[src/rtl/comma_align_deser.sv]
// Serial 8b10b comma aligner and deserializer: hunts for K28.5 in the bit stream,
// confirms the word phase on a second comma and emits aligned 10-bit code groups.
module comma_align_deser #(
    parameter logic [9:0] COMMA_N     = 10'h17C,
    parameter logic [9:0] COMMA_P     = 10'h283,
    parameter int         LOSS_THRESH = 3
) (
    input  logic       bitclk,
    input  logic       reset,
    input  logic       sigIn,
    output logic [9:0] word_out,
    output logic       word_valid,
    output logic       is_comma,
    output logic       locked,
    output logic       realign,
    output logic [1:0] state_dbg
);

    typedef enum logic [1:0] {
        ST_HUNT   = 2'd0,
        ST_CHECK  = 2'd1,
        ST_LOCKED = 2'd2
    } state_t;

    // miscnt is a 2-bit saturating counter, so the usable threshold is 1..3.
    localparam int         LIM_I    = (LOSS_THRESH < 1) ? 1 : ((LOSS_THRESH > 3) ? 3 : LOSS_THRESH);
    localparam logic [1:0] LOSS_LIM = LIM_I[1:0];

    state_t     state;
    state_t     state_nx;
    logic [9:0] sr;
    logic [3:0] bitcnt;
    logic [3:0] bitcnt_nx;
    logic [1:0] miscnt;
    logic [1:0] miscnt_nx;
    logic [1:0] mis_inc;
    logic       comma_hit;
    logic       at_boundary;
    logic       emit;
    logic       emit_comma;
    logic       realign_nx;

    assign comma_hit   = (sr == COMMA_N) || (sr == COMMA_P);
    assign at_boundary = (bitcnt == 4'd0);
    assign mis_inc     = (miscnt == 2'd3) ? 2'd3 : miscnt + 2'd1;

    always_comb begin
        state_nx   = state;
        miscnt_nx  = miscnt;
        bitcnt_nx  = (bitcnt == 4'd9) ? 4'd0 : bitcnt + 4'd1;
        emit       = 1'b0;
        emit_comma = 1'b0;
        realign_nx = 1'b0;
        case (state)
            ST_HUNT: begin
                if (comma_hit) begin
                    bitcnt_nx  = 4'd1;
                    emit       = 1'b1;
                    emit_comma = 1'b1;
                    realign_nx = 1'b1;
                    state_nx   = ST_CHECK;
                end
            end
            ST_CHECK: begin
                if (at_boundary) begin
                    emit       = 1'b1;
                    emit_comma = comma_hit;
                    if (comma_hit) begin
                        state_nx = ST_LOCKED;
                    end
                end else if (comma_hit) begin
                    // Not yet trusted: follow the newest comma phase.
                    bitcnt_nx  = 4'd1;
                    emit       = 1'b1;
                    emit_comma = 1'b1;
                    realign_nx = 1'b1;
                end
            end
            ST_LOCKED: begin
                if (at_boundary) begin
                    emit       = 1'b1;
                    emit_comma = comma_hit;
                    if (comma_hit) begin
                        miscnt_nx = 2'd0;
                    end
                end else if (comma_hit) begin
                    // Stray commas are tolerated until LOSS_LIM in a row.
                    if (mis_inc >= LOSS_LIM) begin
                        state_nx  = ST_HUNT;
                        miscnt_nx = 2'd0;
                    end else begin
                        miscnt_nx = mis_inc;
                    end
                end
            end
            default: begin
                state_nx  = ST_HUNT;
                miscnt_nx = 2'd0;
            end
        endcase
    end

    // word_valid is a single-cycle strobe with no back-pressure: word_out,
    // is_comma and realign are meaningful only in the cycle it is high.
    always_ff @(posedge bitclk) begin
        if (reset) begin
            sr         <= 10'd0;
            bitcnt     <= 4'd0;
            miscnt     <= 2'd0;
            state      <= ST_HUNT;
            word_out   <= 10'd0;
            word_valid <= 1'b0;
            is_comma   <= 1'b0;
            realign    <= 1'b0;
        end else begin
            sr         <= {sigIn, sr[9:1]};
            bitcnt     <= bitcnt_nx;
            miscnt     <= miscnt_nx;
            state      <= state_nx;
            word_valid <= emit;
            is_comma   <= emit_comma;
            realign    <= realign_nx;
            if (emit) begin
                word_out <= sr;
            end
        end
    end

    assign locked    = (state == ST_LOCKED);
    assign state_dbg = state;

endmodule
[config.mk]
export PLATFORM = sky130hd
export DESIGN_NAME = comma_align_deser
export DESIGN_NICKNAME = d
export VERILOG_FILES = /design/src/rtl/comma_align_deser.sv
export SDC_FILE = /design/constraint.sdc
export NUM_CORES = 1
export LEC_CHECK = 0
export CAP_MARGIN = 15
export CORE_MARGIN = 2
export CORE_UTILIZATION = 25
export DETAILED_ROUTE_END_ITERATION = 10
export GPL_TIMING_DRIVEN = 0
export PLACE_DENSITY = 0.47
export SYNTH_ARGS = -nofsm -noshare
export SYNTH_HDL_FRONTEND = slang
export SYNTH_SLANG_ARGS = --single-unit
[constraint.sdc]
create_clock -name bitclk -period 2.7 [get_ports bitclk]
set_clock_uncertainty 0.1 [all_clocks]
set_input_delay 0.27 -clock bitclk [delete_from_list [all_inputs] [get_ports bitclk]]
set_output_delay 0.27 -clock bitclk [all_outputs]
set_load 0.01 [all_outputs]
==> impl_metrics.yaml, run 1 <==
outcome:
  outcome: "completed"
critical_path:
  r2r-end: "word_out[6]$_SDFFE_PP0P_"
  startpoint: "sr[7]$_SDFF_PP0_"
  critPathMaxStageDelay_ns: 0.54
  rrSetupSlack_ns: 0.60
  r2r_cells: 5
  path_class: "reg2reg"
  critPathCapture: "word_out[6]$_SDFFE_PP0P_"
  worst_setup_path_end_kind: "flip-flop"
  crit_path_max_fanout: 10
  cp_num_buf_inv: 1
  slowest_stage: "or4b_4"
  start_kind: "flip-flop"
  cp.depth: 5
  cp_data_required_time_ns: 2.76
  reg2reg_from: "sr[7]$_SDFF_PP0_"
  cp.arrival_ns: 2.16
  critical_path.top_delay_family: "simple AND/OR/NAND/NOR gates"
  crit_chain: "or4b_4 -> nor4_2 -> a211oi_1 -> buf_6 -> mux2_4"
logic_synthesis:
  synth_top_area_cell: "dfxtp_1"
  synth_area_leaders: "dfxtp_1 (47%), nor2b_1 (10%), mux2_4 (9.2%)"
  yosys_register_bits: 31
  avgSynthCellArea_um2: 10.7
  synth_cell_types: 37
  ys_seq_area_share_pct: 47.3
  syn_inst: 122
  yosysTopAreaCellShare_pct: 47.3
  ys_warn_count: 0
  syn_area_um2: 1310
  syn_nets: 128
min_path:
  hold_depth: 2
  hold_path_class: "reg2reg"
cts:
  cts_setup_buffers: 0
  cts-htree-levels: 2
  root_buffer: "clkbuf_8"
  clk_pin_slew_ns: 0.07
  cts_tree: "done"
  cts.sinks: 31
  clock_latency_ns: 0.28
  cts_made_buffers: 5
  cts_buffer_depth: 2
  hold_buffers: 0
  cts-resized-gates: 0
global_route:
  grt_remaining_overflow: 0
  grt_pass1_vias: 948
  grt_antenna_before_repair: 0
  grt_usage_pct: 9.48
  grt_max_degree: 11
  grt_pass1_wl_um: 4400
cells_and_area:
  drive_gt1_share_pct: 14.9
  antenna_cells: 0
  layout.nets: 153
  post-route-util_pct: 33.1
  syn2layout_area_growth_pct: 28.1
  fin_cells: 218
power:
  p_leak_uw: 0.000661
  powerDensity_nw_per_um2: 540
  p_total_uw: 907
  peakVddDrop_uv: 224
route:
  drc: 0
  antenna_left: 0
  vias: 933
  drt-pass1-iter-count: 4
  wl_per_cell_um: 11.7
  wl_um: 2560
  drtIter0Drc: 47
  viasPerCell: 4.28
sta:
  worstMarginPinSlew_ns: 0.478
  rsz0062_at_grt: "false"
  fin_tns_setup_ns: 0
  period_share_pct: 77.7
  fin_crit_ns: 2.10
  hold_ws_ns: 0.358
  fmax_mhz: 477
  maxSlewViolCount: 0
  finalHoldViolCount: 0
  setup_violations: 0
  relSlewSlack_pct: 67.8
die:
  start_util_pct: 25.8
  dieHeight_um: 76.4
  chipWidth_um: 76.4
  die_area_um2: 5840
  ioPinCount: 19
  row_count: 26
  core-area_um2: 5070
place:
  hpwl_um: 1870
  numPortBuffers: 18
  place_inst: 210
  gp_congestion: 0.780
run:
  cap_violations: 0
[cells in the mapped netlist, drive strengths merged]
master	n
and3	1
inv	5
o21ai	4
dfxtp	31
a211oi	3
a2111oi	1
o2bb2ai	1
nor2	1
nand2	8
and2	2
nand3	1
o31ai	1
a21oi	1
or3	2
o21a	1
nor3	5
or2	1
buf	1
xnor2	1
or4	1
or4b	2
mux2	10
ha	3
nor4	2
nor2b	21
mux2i	2
or3b	1
clkbuf	2
xor2	1
nand4b	1
nand2b	3
nor3b	2
[tightest hold or removal path: cells and delay by family, from the launching register on]
family	cells	cell delay [ns]
simple gates	1	0.05
flops	1	0.31
mux	1	0.05
[worst min path at each step]
stage                             startpoint                       end
floorplan                              reset          sr[6]$_SDFF_PP0_
global placement    word_out[0]$_SDFFE_PP0P_  word_out[0]$_SDFFE_PP0P_
detailed placement  word_out[0]$_SDFFE_PP0P_  word_out[0]$_SDFFE_PP0P_
CTS                 word_out[0]$_SDFFE_PP0P_  word_out[0]$_SDFFE_PP0P_
global route        word_out[0]$_SDFFE_PP0P_  word_out[0]$_SDFFE_PP0P_
finish              word_out[0]$_SDFFE_PP0P_  word_out[0]$_SDFFE_PP0P_
[metal layers]
layer / share of wire [%] / global-route usage, % / wire length, um / vias up
met4: 1.3 / 3.82 / 32 / 0
li1: - / - / - / 468
met3: 5.1 / 3.32 / 130 / 4
met1: 46 / 10.9 / 1190 / 444
met5: 0 / 0 / 0 / -
met2: 47 / 16.0 / 1210 / 17
[layout make-up]
| class | count | area (um2) |
|---|---|---|
| Fill cell | 554 | 3400 |
| Tap cell | 70 | 87.6 |
| Buffer | 3 | 18.8 |
| Inverter | 5 | 18.8 |
| Sequential cell | 31 | 621 |
| Clock buffer | 8 | 100 |
| Timing Repair Buffer | 18 | 180 |
| Multi-Input combinational cell | 83 | 653 |
[cell usage in the layout (no fill, tap or decap), types with 2 or more instances in the layout]
master / instances
mux2_1: 2
clkdlybuf4s50_1: 18
nor3b_1: 2
nor2b_1: 21
inv_1: 5
ha_1: 3
nand2b_1: 3
nor3_1: 5
dfxtp_1: 31
mux2i_1: 2
o21ai_0: 4
mux2_4: 8
clkbuf_8: 7
clkbuf_1: 3
a211oi_1: 2
and2_1: 2
nand2_1: 8
[power by group]
| group | switching [uW] | internal, uW | total, uW |
|---|---|---|---|
| clock network | 168 | 233 | 401 |
| logic | 20.1 | 17.2 | 37.3 |
| registers | 5.58 | 464 | 469 |
| total | 194 | 713 | 907 |
[kinds of logic (layout without fill, tap and decap cells)]
family                     after synthesis  count (layout)  synth area share [%]
AOI/OAI and AO/OA                       12              12                  7.06
xor gates and xnor gates                 2               2                  1.34
adders and majority gates                3               3                  2.86
buffers and inverters                    8              34                  2.86
DFF                                     31              31                  47.3
muxes                                   12              12                  12.4
and+or+nand+nor                         54              54                  26.1
[state kept, by name, summed over array words and instances, names as in the netlist]
name	count
bitcnt	4
is_comma	1
miscnt	2
realign	1
sr	10
state_dbg	2
word_out	10
word_valid	1
[metrics by stage]
step	worst slack, ns	instance area [um2]
floorplan	0.789	1310
finish	0.603	1680
CTS	0.587	1680
global placement	0.555	1580
global route	0.494	1680
detailed placement	0.476	1580
Power figures use the tool's default switching activity.
==> run 2: changes to the inputs <==
Settings changed: PLACE_DENSITY 0.47 to 0.48.
Clock period 2.7 ns to 1.9 ns, I/O delays scaled along.
==> impl_metrics.yaml, run 2 (synthesis results as in run 1) <==
sta:
  period_share_pct: 104
  rsz0062_at_grt: "true"
  hold_ws_ns: 0.359
  fin_crit_ns: 1.98
  finalHoldViolCount: 0
  fin_tns_setup_ns: -1.04
  maxSlewViolCount: 0
  setup_ws_ns: -0.0846
  fmax_mhz: 504
  relSlewSlack_pct: 65.1
  setup_violations: 16
  worstMarginPinSlew_ns: 0.523
global_route:
  grt_remaining_overflow: 0
  grt_max_degree: 11
  grt_pass1_wl_um: 4710
  grt_pass1_vias: 961
  grt_antenna_before_repair: 0
  grt_usage_pct: 10.2
cells_and_area:
  antenna_cells: 0
  stdcell_area_um2: 1820
  post-route-util_pct: 35.9
  fill_cells: 537
  syn2layout_area_growth_pct: 39.1
  final_cell_mix: "dfxtp_1 (26), nor2b_1 (21), clkdlybuf4s50_1 (18)"
  layout.nets: 160
  drive_gt1_share_pct: 29.0
  final_common_cell: "dfxtp_1"
  reg_top3: "sr (10), word_out (10), bitcnt (4)"
critical_path:
  reg2reg_from: "sr[7]$_SDFF_PP0_"
  r2r_cells: 6
  path_class: "reg2reg"
  r2r-end: "word_out[8]$_SDFFE_PP0P_"
  worst_setup_path_end_kind: "flip-flop"
  crit_chain: "or4b_4 -> nor4_4 -> buf_4 -> a211oi_4 -> buf_6 -> mux2_4"
  slowest_stage: "or4b_4"
  cp.arrival_ns: 2.05
  crit_path_max_fanout: 5
  cp_data_required_time_ns: 1.97
  start_kind: "flip-flop"
  rrSetupSlack_ns: -0.08
  critPathMaxStageDelay_ns: 0.55
cts:
  clock_latency_ns: 0.28
  cts_buffer_depth: 2
  root_buffer: "clkbuf_8"
  cts-htree-levels: 2
  cts_tree: "done"
  cts_made_buffers: 5
  cts.sinks: 31
  clk_pin_slew_ns: 0.07
route:
  antenna_left: 0
  vias: 977
  drt-pass1-iter-count: 4
  drc: 0
  drtIter0Drc: 53
  wl_um: 2800
  viasPerCell: 4.34
  wl_per_cell_um: 12.4
die:
  row_count: 26
  start_util_pct: 25.8
  core-area_um2: 5070
  chipWidth_um: 76.4
  dieHeight_um: 76.4
  ioPinCount: 19
  die_area_um2: 5840
place:
  numPortBuffers: 18
  place_area_um2: 1590
  post-place-ws_ns: -0.218
  gp_congestion: 0.723
  hpwl_um: 1830
power:
  p_leak_uw: 0.000724
  peakVddDrop_uv: 380
  powerDensity_nw_per_um2: 717
min_path:
  hold_depth: 2
  hold_path_class: "reg2reg"
  hold_start: "word_out[0]$_SDFFE_PP0P_"
  min_to: "word_out[0]$_SDFFE_PP0P_"
run:
  cap_violations: 0
outcome:
  outcome: "finished, violations left"
  violations: "negative setup slack"
[run 2: cell count changes in the layout (fill, tap and decap cells not counted), moves of 2 or more]
| cell | previous run | this run |
|---|---|---|
| buf_6 | 1 | 4 |
| mux2_4 | 8 | 10 |
| dfxtp_1 | 31 | 26 |
| buf_4 | 0 | 4 |
| mux2_1 | 2 | 0 |
| dfxtp_2 | 0 | 4 |
[run 2: stage by stage]
stage,total power [uW],instances
2_1_floorplan,717,122
3_3_place_gp,733,210
3_5_place_dp,737,210
4_1_cts,1320,223
5_1_grt,1370,225
6_report,1310,225
[run 2: power breakdown]
| part | switching [uW] | total [uW] | internal, uW |
|---|---|---|---|
| registers | 8.17 | 666 | 658 |
| logic | 31.5 | 59.1 | 27.6 |
| clock network | 253 | 582 | 329 |
| total | 292 | 1310 | 1020 |
[run 2: repair_timing]
action / 4_1_cts / 5_1_grt
endpoints found under the hold margin: 0 / 0
setup endpoints to repair: 17 / 21
cloned: 1 / 0
buffers inserted: 4 / 2
resized for setup: 12 / 11
pin swaps: 4 / 4
hold buffers: 0 / 0
[run 2: area by class of cell]
class	instances	area, um2	share of cell area [%]
multi-input combinational	83	722	39.6
sequential	31	629	34.5
timing repair buffer	25	244	13.4
clock buffer	7	96.3	5.28
tap	70	87.6	4.80
buffer	3	18.8	1.03
inverter	5	18.8	1.03
clock inverter	1	7.51	0.412
[run 2: worst max path at each step]
stage                                to  slack, ns            startpoint  cells after the start
2_1_floorplan        realign$_SDFF_PP0_       0.04      sr[7]$_SDFF_PP0_                      4
3_3_place_gp   word_out[8]$_SDFFE_PP0P_      -0.15  bitcnt[0]$_SDFF_PP0_                      7
3_5_place_dp       bitcnt[3]$_SDFF_PP0_      -0.22                 reset                      5
4_1_cts            bitcnt[0]$_SDFF_PP0_      -0.08      sr[7]$_SDFF_PP0_                      4
5_1_grt            bitcnt[0]$_SDFF_PP0_      -0.14      sr[7]$_SDFF_PP0_                      4
6_report       word_out[8]$_SDFFE_PP0P_      -0.08      sr[7]$_SDFF_PP0_                      6
[run 2: worst max-delay path: cells and delay by family, from the launching register on]
kind            cells  cell delay, ns
simple gates        2            0.76
buf+inv             2            0.33
flops               1            0.32
mux                 1            0.29
compound gates      1            0.07
[run 2: routing by layer]
metal / global-route usage (%) / part of all wire [%]
met2: 16.2 / 49
met4: 4.91 / 1.5
met5: 0 / 0
met3: 2.96 / 3.6
met1: 12.7 / 46
==> run 3: changes to the inputs <==
Settings changed: CELL_PAD_IN_SITES_DETAIL_PLACEMENT from default to 1, CELL_PAD_IN_SITES_GLOBAL_PLACEMENT from default to 2, PLACE_DENSITY 0.48 to 0.66.
==> impl_metrics.yaml, run 3 (synthesis results as in run 1) <==
sta:
  hold_ws_ns: 0.365
  setup_ws_ns: -0.0849
  finalHoldViolCount: 0
  maxSlewViolCount: 0
  fin_crit_ns: 1.98
  fmax_mhz: 504
  rsz0062_at_grt: "true"
  period_share_pct: 104
  setup_violations: 15
  relSlewSlack_pct: 63.6
  worstMarginPinSlew_ns: 0.545
run:
  cap_violations: 0
power:
  p_leak_uw: 0.000742
  powerDensity_nw_per_um2: 708
  peakVddDrop_uv: 366
die:
  row_count: 26
  dieHeight_um: 76.4
  die_area_um2: 5840
  core-area_um2: 5070
  ioPinCount: 19
  chipWidth_um: 76.4
  start_util_pct: 25.8
route:
  viasPerCell: 4.39
  antenna_left: 0
  drtIter0Drc: 37
  wl_um: 2880
  drc: 0
  vias: 997
  drt-pass1-iter-count: 4
  wl_per_cell_um: 12.7
global_route:
  grt_max_degree: 11
  grt_usage_pct: 10.9
  grt_pass1_vias: 1078
  grt_remaining_overflow: 0
  grt_antenna_before_repair: 0
  grt_pass1_wl_um: 5140
cells_and_area:
  final_cell_mix: "dfxtp_1 (25), nor2b_1 (21), clkdlybuf4s50_1 (18)"
  reg_top3: "sr (10), word_out (10), bitcnt (4)"
  syn2layout_area_growth_pct: 40.8
  drive_gt1_share_pct: 30.6
  layout.nets: 162
  antenna_cells: 0
  final_common_cell: "dfxtp_1"
  post-route-util_pct: 36.4
critical_path:
  path_class: "reg2reg"
  start_kind: "flip-flop"
  slowest_stage: "or4b_4"
  cp.arrival_ns: 2.10
  critPathMaxStageDelay_ns: 0.55
  crit_chain: "or4b_4 -> or4_4 -> a211oi_4 -> and2_1"
  worst_setup_path_end_kind: "flip-flop"
  cp_data_required_time_ns: 2.02
  crit_path_max_fanout: 5
cts:
  clk_pin_slew_ns: 0.07
  cts.sinks: 31
  root_buffer: "clkbuf_8"
  clock_latency_ns: 0.28
  cts_made_buffers: 5
  cts-htree-levels: 2
  cts_buffer_depth: 2
  cts_tree: "done"
min_path:
  hold_path_class: "in2reg"
place:
  gp_congestion: 0.710
  hpwl_um: 2020
  numPortBuffers: 18
outcome:
  violations: "negative setup slack"
  outcome: "finished, violations left"
## run 3: cell count changes in the layout (fill, tap and decap cells not counted), sizes merged
cell,change
buf,+2
clkbuf,+1
clkinvlp,-1
## run 3: repair_timing
action,4_1_cts,5_1_grt
hold buffers,0,0
cloned,1,0
buffers inserted,7,1
gates resized for setup,18,8
pin swaps,5,3
setup endpoints to repair,17,19
## run 3: worst paths after layout
| path | startpoint | endpoint | slack, ns | cells past startpoint |
|---|---|---|---|---|
| worst max-delay path | sr[7]$_SDFF_PP0_ | realign$_SDFF_PP0_ | -0.08 | 4 |
| worst max register to register | sr[7]$_SDFF_PP0_ | realign$_SDFF_PP0_ | -0.08 | 4 |
| worst min register to register | bitcnt[0]$_SDFF_PP0_ | bitcnt[0]$_SDFF_PP0_ | 0.37 | 1 |
| worst min-delay path | sigIn | sr[9]$_SDFF_PP0_ | 0.37 | 2 |
## run 3: layer usage
| layer | wire length [um] | share of wire [%] | global-route usage (%) | vias up |
|---|---|---|---|---|
| met5 | 0 | 0 | 0 | - |
| li1 | - | - | - | 487 |
| met4 | 7 | 0.24 | 3.27 | 0 |
| met3 | 90 | 3.1 | 3.55 | 2 |
| met2 | 1450 | 50 | 19.1 | 15 |
| met1 | 1340 | 46 | 12.5 | 493 |
## run 3: critical path: cells and delay by family (launching register included)
kind,cells,cell delay (ns)
AOI/OAI and AO/OA,1,0.31
DFF,1,0.32
and+or+nand+nor,3,1.18
## run 3: area by class of cell
class,instances,area (um2)
plain buffers,3,18.8
fillers,580,3230
well taps,70,87.6
repair buffers,27,255
inverters,5,18.8
multi-input cells,83,736
flip-flops and latches,31,631
clock buffers,8,100
## run 3: stage by stage
step / total power (uW) / cell area [um2] / instances / setup slack (ns) / setup TNS (ns)
finish: 1310 / 1850 / 227 / -0.0849 / -0.949
global route: 1370 / 1850 / 227 / -0.135 / -1.93
CTS: 1320 / 1820 / 226 / -0.0995 / -1.03
detailed placement: 738 / 1590 / 210 / -0.272 / -2.97
global placement: 735 / 1590 / 210 / -0.206 / -2.53
floorplan: 717 / 1320 / 122 / 0.0363 / 0
## run 3: where the power goes
part	switching [uW]	internal, uW
Combinational	33.2	31.0
Clock	246	331
Sequential	8.18	659
